`config.mk`:
```
export PLATFORM = sky130hd
export DESIGN_NAME = spi_tx_feeder
export DESIGN_NICKNAME = d
export VERILOG_FILES = /design/src/rtl/spi_tx_feeder.sv
export SDC_FILE = /design/constraint.sdc
export NUM_CORES = 1
export LEC_CHECK = 0
export CORE_MARGIN = 4
export CORE_UTILIZATION = 59
export CTS_BUF_LIST = sky130_fd_sc_hd__clkbuf_2 sky130_fd_sc_hd__clkbuf_4 sky130_fd_sc_hd__clkbuf_8
export DETAILED_ROUTE_END_ITERATION = 10
export GPL_ROUTABILITY_DRIVEN = 0
export PLACE_DENSITY = 0.82
export SYNTH_ARGS = -nofsm -noshare
export SYNTH_HDL_FRONTEND = slang
export SYNTH_SLANG_ARGS = --single-unit
```
`constraint.sdc`:
```
create_clock -name clk -period 2.1 [get_ports clk]
set_clock_uncertainty 0.1 [all_clocks]
set_input_delay 0.525 -clock clk [delete_from_list [all_inputs] [get_ports clk]]
set_output_delay 0.525 -clock clk [all_outputs]
set_load 0.1 [all_outputs]
```
`src/rtl/spi_tx_feeder.sv`:
```
// spi_tx_feeder: byte FIFO plus pacing sequencer in front of spi_tx.
// Queued bytes are handed over with a one-cycle spi_rd_en load pulse. Each
// byte is then paced with ten evenly spaced spi_wr_en strobes (START, eight
// data bits MSB first, END), followed by a one-cycle gap.
// Optional feature macro: SPI_FEEDER_SCLK_EN adds the sclk output.
module spi_tx_feeder #(
  parameter int DEPTH = 4,
  parameter int DIV   = 8
) (
  input  logic                     clk,
  input  logic                     rst_n,
  input  logic [7:0]               in_data,
  input  logic                     in_valid,
  output logic                     in_ready,
  output logic                     spi_rd_en,
  output logic [7:0]               spi_data,
  output logic                     spi_wr_en,
  output logic                     busy,
`ifdef SPI_FEEDER_SCLK_EN
  output logic [$clog2(DEPTH):0]   fifo_count,
  output logic                     sclk
`else
  output logic [$clog2(DEPTH):0]   fifo_count
`endif
);

  localparam int AW  = $clog2(DEPTH);
  localparam int CW  = AW + 1;
  localparam int DCW = $clog2(DIV);
  localparam logic [DCW-1:0] DIV_LAST = DCW'(DIV - 1);
  localparam logic [CW-1:0]  DEPTH_C  = CW'(DEPTH);
  localparam logic [3:0]     LAST_TICK = 4'd9;

  typedef enum logic [1:0] {
    FB_IDLE = 2'd0,
    FB_LOAD = 2'd1,
    FB_RUN  = 2'd2,
    FB_GAP  = 2'd3
  } fb_state_t;

  fb_state_t        state_r;
  logic [7:0]       mem_r [DEPTH];
  logic [AW-1:0]    rd_ptr_r;
  logic [AW-1:0]    wr_ptr_r;
  logic [CW-1:0]    count_r;
  logic [DCW-1:0]   div_cnt_r;
  logic [3:0]       tick_cnt_r;
  logic             push_s;
  logic             pop_s;

  // The FSM only enters FB_LOAD with count_r > 0, so a pop never underflows.
  assign in_ready   = (count_r < DEPTH_C);
  assign push_s     = in_valid && in_ready;
  assign pop_s      = (state_r == FB_LOAD);
  assign fifo_count = count_r;
  assign busy       = (state_r != FB_IDLE) || (count_r != {CW{1'b0}});
  assign spi_rd_en  = (state_r == FB_LOAD);
  assign spi_wr_en  = (state_r == FB_RUN) && (div_cnt_r == DIV_LAST);
  assign spi_data   = spi_rd_en ? mem_r[rd_ptr_r] : 8'h00;

`ifdef SPI_FEEDER_SCLK_EN
  // sclk is high in the second half of the periods that follow strobes
  // 2..9, so the receiver samples mid-bit once data_out has settled.
  assign sclk = (state_r == FB_RUN) && (tick_cnt_r >= 4'd2) &&
                (tick_cnt_r <= LAST_TICK) && (div_cnt_r >= DCW'(DIV / 2));
`endif

  // FIFO storage, wrapping pointers and occupancy count
  always_ff @(posedge clk or negedge rst_n) begin
    if (!rst_n) begin
      for (int i = 0; i < DEPTH; i++) begin
        mem_r[i] <= 8'h00;
      end
      rd_ptr_r <= {AW{1'b0}};
      wr_ptr_r <= {AW{1'b0}};
      count_r  <= {CW{1'b0}};
    end else begin
      if (push_s) begin
        mem_r[wr_ptr_r] <= in_data;
        wr_ptr_r        <= wr_ptr_r + AW'(1);
      end
      if (pop_s) begin
        rd_ptr_r <= rd_ptr_r + AW'(1);
      end
      case ({push_s, pop_s})
        2'b10:   count_r <= count_r + CW'(1);
        2'b01:   count_r <= count_r - CW'(1);
        default: count_r <= count_r;
      endcase
    end
  end

  // Sequencer: load pulse, ten paced strobes, one-cycle gap
  always_ff @(posedge clk or negedge rst_n) begin
    if (!rst_n) begin
      state_r    <= FB_IDLE;
      div_cnt_r  <= {DCW{1'b0}};
      tick_cnt_r <= 4'd0;
    end else begin
      case (state_r)
        FB_IDLE: begin
          if (count_r != {CW{1'b0}}) begin
            state_r <= FB_LOAD;
          end
        end
        FB_LOAD: begin
          div_cnt_r  <= {DCW{1'b0}};
          tick_cnt_r <= 4'd0;
          state_r    <= FB_RUN;
        end
        FB_RUN: begin
          if (div_cnt_r == DIV_LAST) begin
            div_cnt_r  <= {DCW{1'b0}};
            tick_cnt_r <= tick_cnt_r + 4'd1;
            if (tick_cnt_r == LAST_TICK) begin
              state_r <= FB_GAP;
            end
          end else begin
            div_cnt_r <= div_cnt_r + DCW'(1);
          end
        end
        FB_GAP: begin
          state_r <= FB_IDLE;
        end
        default: begin
          state_r <= FB_IDLE;
        end
      endcase
    end
  end

endmodule

```
* After elaboration in Yosys (flattened, before gate mapping)
Index checks and enable logic that the tools add are counted.
** Cells by class
- Add/sub/neg operators :: 6
- Order comparisons :: 4
- Mux-type cells :: 16
- Equality and inequality tests :: 10
- Bitwise logic cells :: 2
- Reduce and logical (&&, ||, !) cells :: 11
** Operators with widths (number)
- bitwise mux 32 bit :: 1
- 2-to-1 mux 8 bit :: 4
- binary-select mux 8 bit (select 2 bit) :: 1
- demux 8 bit (select 2 bit) :: 1
- case mux 3 bit (2 select lines) :: 2
- case mux 2 bit (4 select lines) :: 1
- case mux 4 bit (2 select lines) :: 1
- adder 3 x 1 -> 3 bit, second input constant :: 2
- == test 2 bit, second input constant :: 3
- greater-or-equal comparator 3 bit, second input constant :: 2
- 2-to-1 mux 2 bit :: 3
- NOT 2 -> 3 bit :: 2
- nonzero test 2 bit :: 3
- adder 2 x 1 -> 2 bit, second input constant :: 2
- adder 4 x 1 -> 4 bit, second input constant :: 1
- == test 2 x 1 -> 1 bit, second input constant :: 2
- == test 4 bit, second input constant :: 1
- 2-to-1 mux 4 bit :: 1
- != test 2 x 1 -> 1 bit, second input constant :: 2
- == test 3 bit, second input constant :: 1
- logical AND 1 bit :: 3
- less-than comparator 3 x 1 -> 1 bit, second input constant :: 1
- less-than comparator 3 bit, second input constant :: 1
- 2-to-1 mux 3 bit :: 1
- other kinds (7) :: 7
** Storage, ports and cells
- Word-level logic and storage cells :: 59
- Register bits :: 48
- Input bits :: 11

* Logic depth before layout (Yosys ltp)
- Depth in word-level cells :: 6
- Gate-level depth with buffers :: 9
- Depth with buffers taken out :: 8

* Least setup slack after synthesis
OpenSTA, ideal clock, no wires.
- Kind :: flip-flop to output port
- Start point :: register state_r[1]
- End point :: output spi_data[0]
- Cell stages (with the launch flop) :: 5
- Arrival :: 2.376 ns
- Path slack :: -0.901 ns
- Data required time :: 1.475 ns
- Cell sequence :: dfrtp_1 -> inv_1 -> ha_1 -> clkbuf_1 -> and2_1
** On the way
- Longest elaborated chain between the ends :: 2
** Ends and longest elaborated chain
- start: declaration :: RTL line 41 : fb_state_t state_r;
- start signal: assignment :: RTL line 96 : state_r <= FB_IDLE;
- start signal: assignment :: RTL line 103 : state_r <= FB_LOAD;
- start signal: assignment :: RTL line 109 : state_r <= FB_RUN;
- == test 2 x 1 -> 1 bit :: RTL line 57 : assign spi_rd_en = (state_r == FB_LOAD);
- net spi_rd_en :: RTL line 15 : output logic spi_rd_en,
- 2-to-1 mux 8 bit :: RTL line 59 : assign spi_data = spi_rd_en ? mem_r[rd_ptr_r] : 8'h00;
- end: declaration :: RTL line 16 : output logic [7:0] spi_data,
The timed path passes the listed nets, and every way through them passes these cells.

* Worst setup path in the final report
- Start point :: register rd_ptr_r[0]
- End point :: output spi_data[4]
** On the way
- Longest elaborated chain between the ends :: 5
** Ends and longest elaborated chain
- start: declaration :: RTL line 43 : logic [AW-1:0] rd_ptr_r;
- start signal: assignment :: RTL line 74 : rd_ptr_r <= {AW{1'b0}};
- start signal: assignment :: RTL line 83 : rd_ptr_r <= rd_ptr_r + AW'(1);
- NOT 2 -> 3 bit (implied by the code) :: RTL line 59
- binary-select mux 8 bit (select 2 bit) :: RTL line 59
- 2-to-1 mux 8 bit (implied by the code) (2 in a row) :: RTL line 59
- 2-to-1 mux 8 bit :: RTL line 59
No other way between the ends. The select of a mux whose other input is x is not followed.

==> impl_metrics.env <==
export IMPL_status="finished with violations"
export IMPL_violations="negative setup slack"
export IMPL_ant_nets=0
export IMPL_grt_overflow=0
export IMPL_clock_latency_ns=0.30
export IMPL_numCtsBuffers=5
export IMPL_cts_tree="built"
export IMPL_syn_inst=171
export IMPL_critPathKind="reg2out"
export IMPL_hp_start="mem_r[31]"
export IMPL_holdPathEnd="mem_r[31]"
export IMPL_p_leak_nw=1.54
export IMPL_layout_nets=238
export IMPL_stdcell_count=264
export IMPL_wl_um=5000
export IMPL_yosys_area_top_type="dfrtp_1"
export IMPL_grt_pass1_vias=1693
export IMPL_syn_area_mm2=0.00255
export IMPL_ys_seq_area_share_pct=47.1
export IMPL_worstPathMaxFanout=5
export IMPL_drtIter0Drc=92
export IMPL_path_clk_slew_ns=0.09
export IMPL_die_w_um=73.7
export IMPL_hp_class="reg2reg"
export IMPL_grt_max_degree=25
export IMPL_num_vias=1476
export IMPL_avgSynthCellArea_um2=14.9
export IMPL_num_rows=23
export IMPL_syn_nets=196
export IMPL_slew_viol_final=0
export IMPL_ff2ff_path_depth=8
export IMPL_portBuffers=25
export IMPL_multi_input_comb_area_mm2=0.00131
export IMPL_register_area_mm2=0.00121
export IMPL_pwr_density_cell_mw_per_mm2=1790
export IMPL_place_inst=250
export IMPL_yosysTopAreaCellShare_pct=47.1
export IMPL_timing_rr_start="state_r[1]"
export IMPL_final_common_cell="dfrtp_1"
export IMPL_setup_viol=8
export IMPL_cap_violations=0
export IMPL_worst_pin_slew_ns=0.446
export IMPL_endpoint_kind="output port"
export IMPL_ir_worst_vdd_v=0.00150
export IMPL_gr_usage_all_layers_pct=21.2
export IMPL_grt_pass1_wl_um=8640
export IMPL_dp_hpwl_um=3600
export IMPL_rsz0062_at_grt="true"
export IMPL_drc=0
export IMPL_holdPathStages=1
export IMPL_core_mm2=0.00409
export IMPL_viasPerCell=5.59
export IMPL_setup_slack_ns=-0.228
export IMPL_r2r_slack_ns=0.10
export IMPL_hold_violations=0
export IMPL_io_pins=26
export IMPL_drive_gt1_share_pct=49.5
export IMPL_crit_start="rd_ptr_r[0]"
export IMPL_ys_ff_latch=48
export IMPL_cp_arrival_ns=1.70
export IMPL_die_area_mm2=0.00544
export IMPL_diodes=0
export IMPL_cts_root_buf="clkbuf_8"
export IMPL_n_fill_cell=213
export IMPL_crit_required_ns=1.47
export IMPL_reg2reg_to="fifo_count[2]"
export IMPL_slew_headroom_pct=70.3
export IMPL_post_route_min_period_ns=2.33
export IMPL_timing_final_crit_share_pct=111
export IMPL_fp_dieH_um=73.7
export IMPL_antenna_found_initial=0
export IMPL_wire_per_inst_um=18.9
export IMPL_initial_utilization_pct=62.4
export IMPL_finish_utilization_pct=80.4
export IMPL_synth_area_leaders="dfrtp_1, mux2_4, mux4_2"
export IMPL_layout_common_cells="dfrtp_1, mux2_4, buf_12, inv_1, buf_4"
export IMPL_synth_distinct_cells=26
export IMPL_dr_pass1_iters=4
export IMPL_cts_max_level=2
export IMPL_max_freq_mhz=430
export IMPL_place_ws_ns=-0.208
export IMPL_cts_buffer_depth=2
export IMPL_area_delta_synth_final_pct=28.9
export IMPL_cts_sinks=48
export IMPL_cp_start_kind="register"
export IMPL_yosysWarnings=0
==> flip-flops by register name, indices dropped and copies added, names as in the netlist <==
register / count
state_r: 2
tick_cnt_r: 4
wr_ptr_r: 2
rd_ptr_r: 2
fifo_count: 3
mem_r: 32
div_cnt_r: 3
==> where the power goes <==
part | total, mW | switching, mW | internal, mW
Combinational | 3.46 | 1.73 | 1.73
Sequential | 1.72 | 0.358 | 1.36
Clock | 0.694 | 0.305 | 0.389
Total | 5.87 | 2.39 | 3.48
==> critical path, cell delays in order (launching register included) <==
cell	delay (ns)
dfrtp_1	0.43
buf_6	0.15
mux4_2	0.49
and2_4	0.18
buf_12	0.16
==> per-stage QoR <==
stage,hold WS (ns),area (um^2),setup TNS [ns],power (mW)
after detailed placement,0.323,3060,-0.343,4.99
after global placement,0.301,3060,-0.187,4.83
after global routing,0.427,3290,-2.35,6.18
after floorplan,0.129,2580,-1.09,4.02
final,0.411,3290,-1.64,5.87
after CTS,0.414,3270,-1.70,5.88
==> cells by family (layout without fill, tap and decap cells) <==
| logic type | count (synthesis) | after routing | share of synthesized area (%) |
|---|---|---|---|
| DFF | 48 | 48 | 47.1 |
| muxes | 41 | 41 | 26.3 |
| and+or+nand+nor | 27 | 27 | 9.13 |
| buffers and inverters | 20 | 63 | 4.02 |
| adders and majority gates | 14 | 14 | 7.16 |
| AOI/OAI and AO/OA | 12 | 12 | 3.14 |
| xor gates and xnor gates | 9 | 9 | 3.09 |
==> worst max path at each step <==
stage                          to  slack, ns  cells past startpoint
floorplan             spi_data[0]      -0.14                      4
global placement    fifo_count[2]      -0.14                      9
detailed placement  fifo_count[2]      -0.21                      9
CTS                   spi_data[4]      -0.24                      4
global route          spi_data[1]      -0.30                      4
finish                spi_data[4]      -0.23                      4
==> what timing repair did <==
item,in CTS,in global routing
setup endpoints to repair,10,10
buffers inserted,5,0
pin swaps,5,0
cloned,0,0
gates resized for setup,16,6
hold endpoints to repair,9,0
hold buffers,1,0
==> synthesized netlist by cell type <==
cell,count
mux2_4,32
a21oi_1,2
nand2_1,4
nor2_1,3
mux4_2,8
ha_1,13
nand4_1,1
mux2_2,1
nand3_1,1
buf_12,1
dfrtp_1,48
fa_1,1
clkbuf_1,1
a22o_1,4
nor4b_4,1
buf_6,1
and2_1,9
nand2_8,4
xnor2_1,6
nand4b_1,3
inv_1,14
buf_2,3
o21ai_0,5
xor2_1,3
o32a_1,1
nor2b_2,1
==> metal layers <==
metal	part of all wire (%)	wire length, um	track usage (%)
met1	41	2070	27.0
met2	53	2640	35.7
met3	4.7	233	6.16
met4	1.2	59	5.03
met5	0	0	0
==> area by class of cell <==
type | count | area share [%]
Multi-Input combinational cell | 103 | 39.8
Inverter | 14 | 1.60
Clock buffer | 6 | 2.51
Clock inverter | 2 | 1.18
Sequential cell | 48 | 36.8
Timing Repair Buffer | 41 | 16.2
Tap cell | 50 | 1.90
Power figures use the tool's default switching activity.
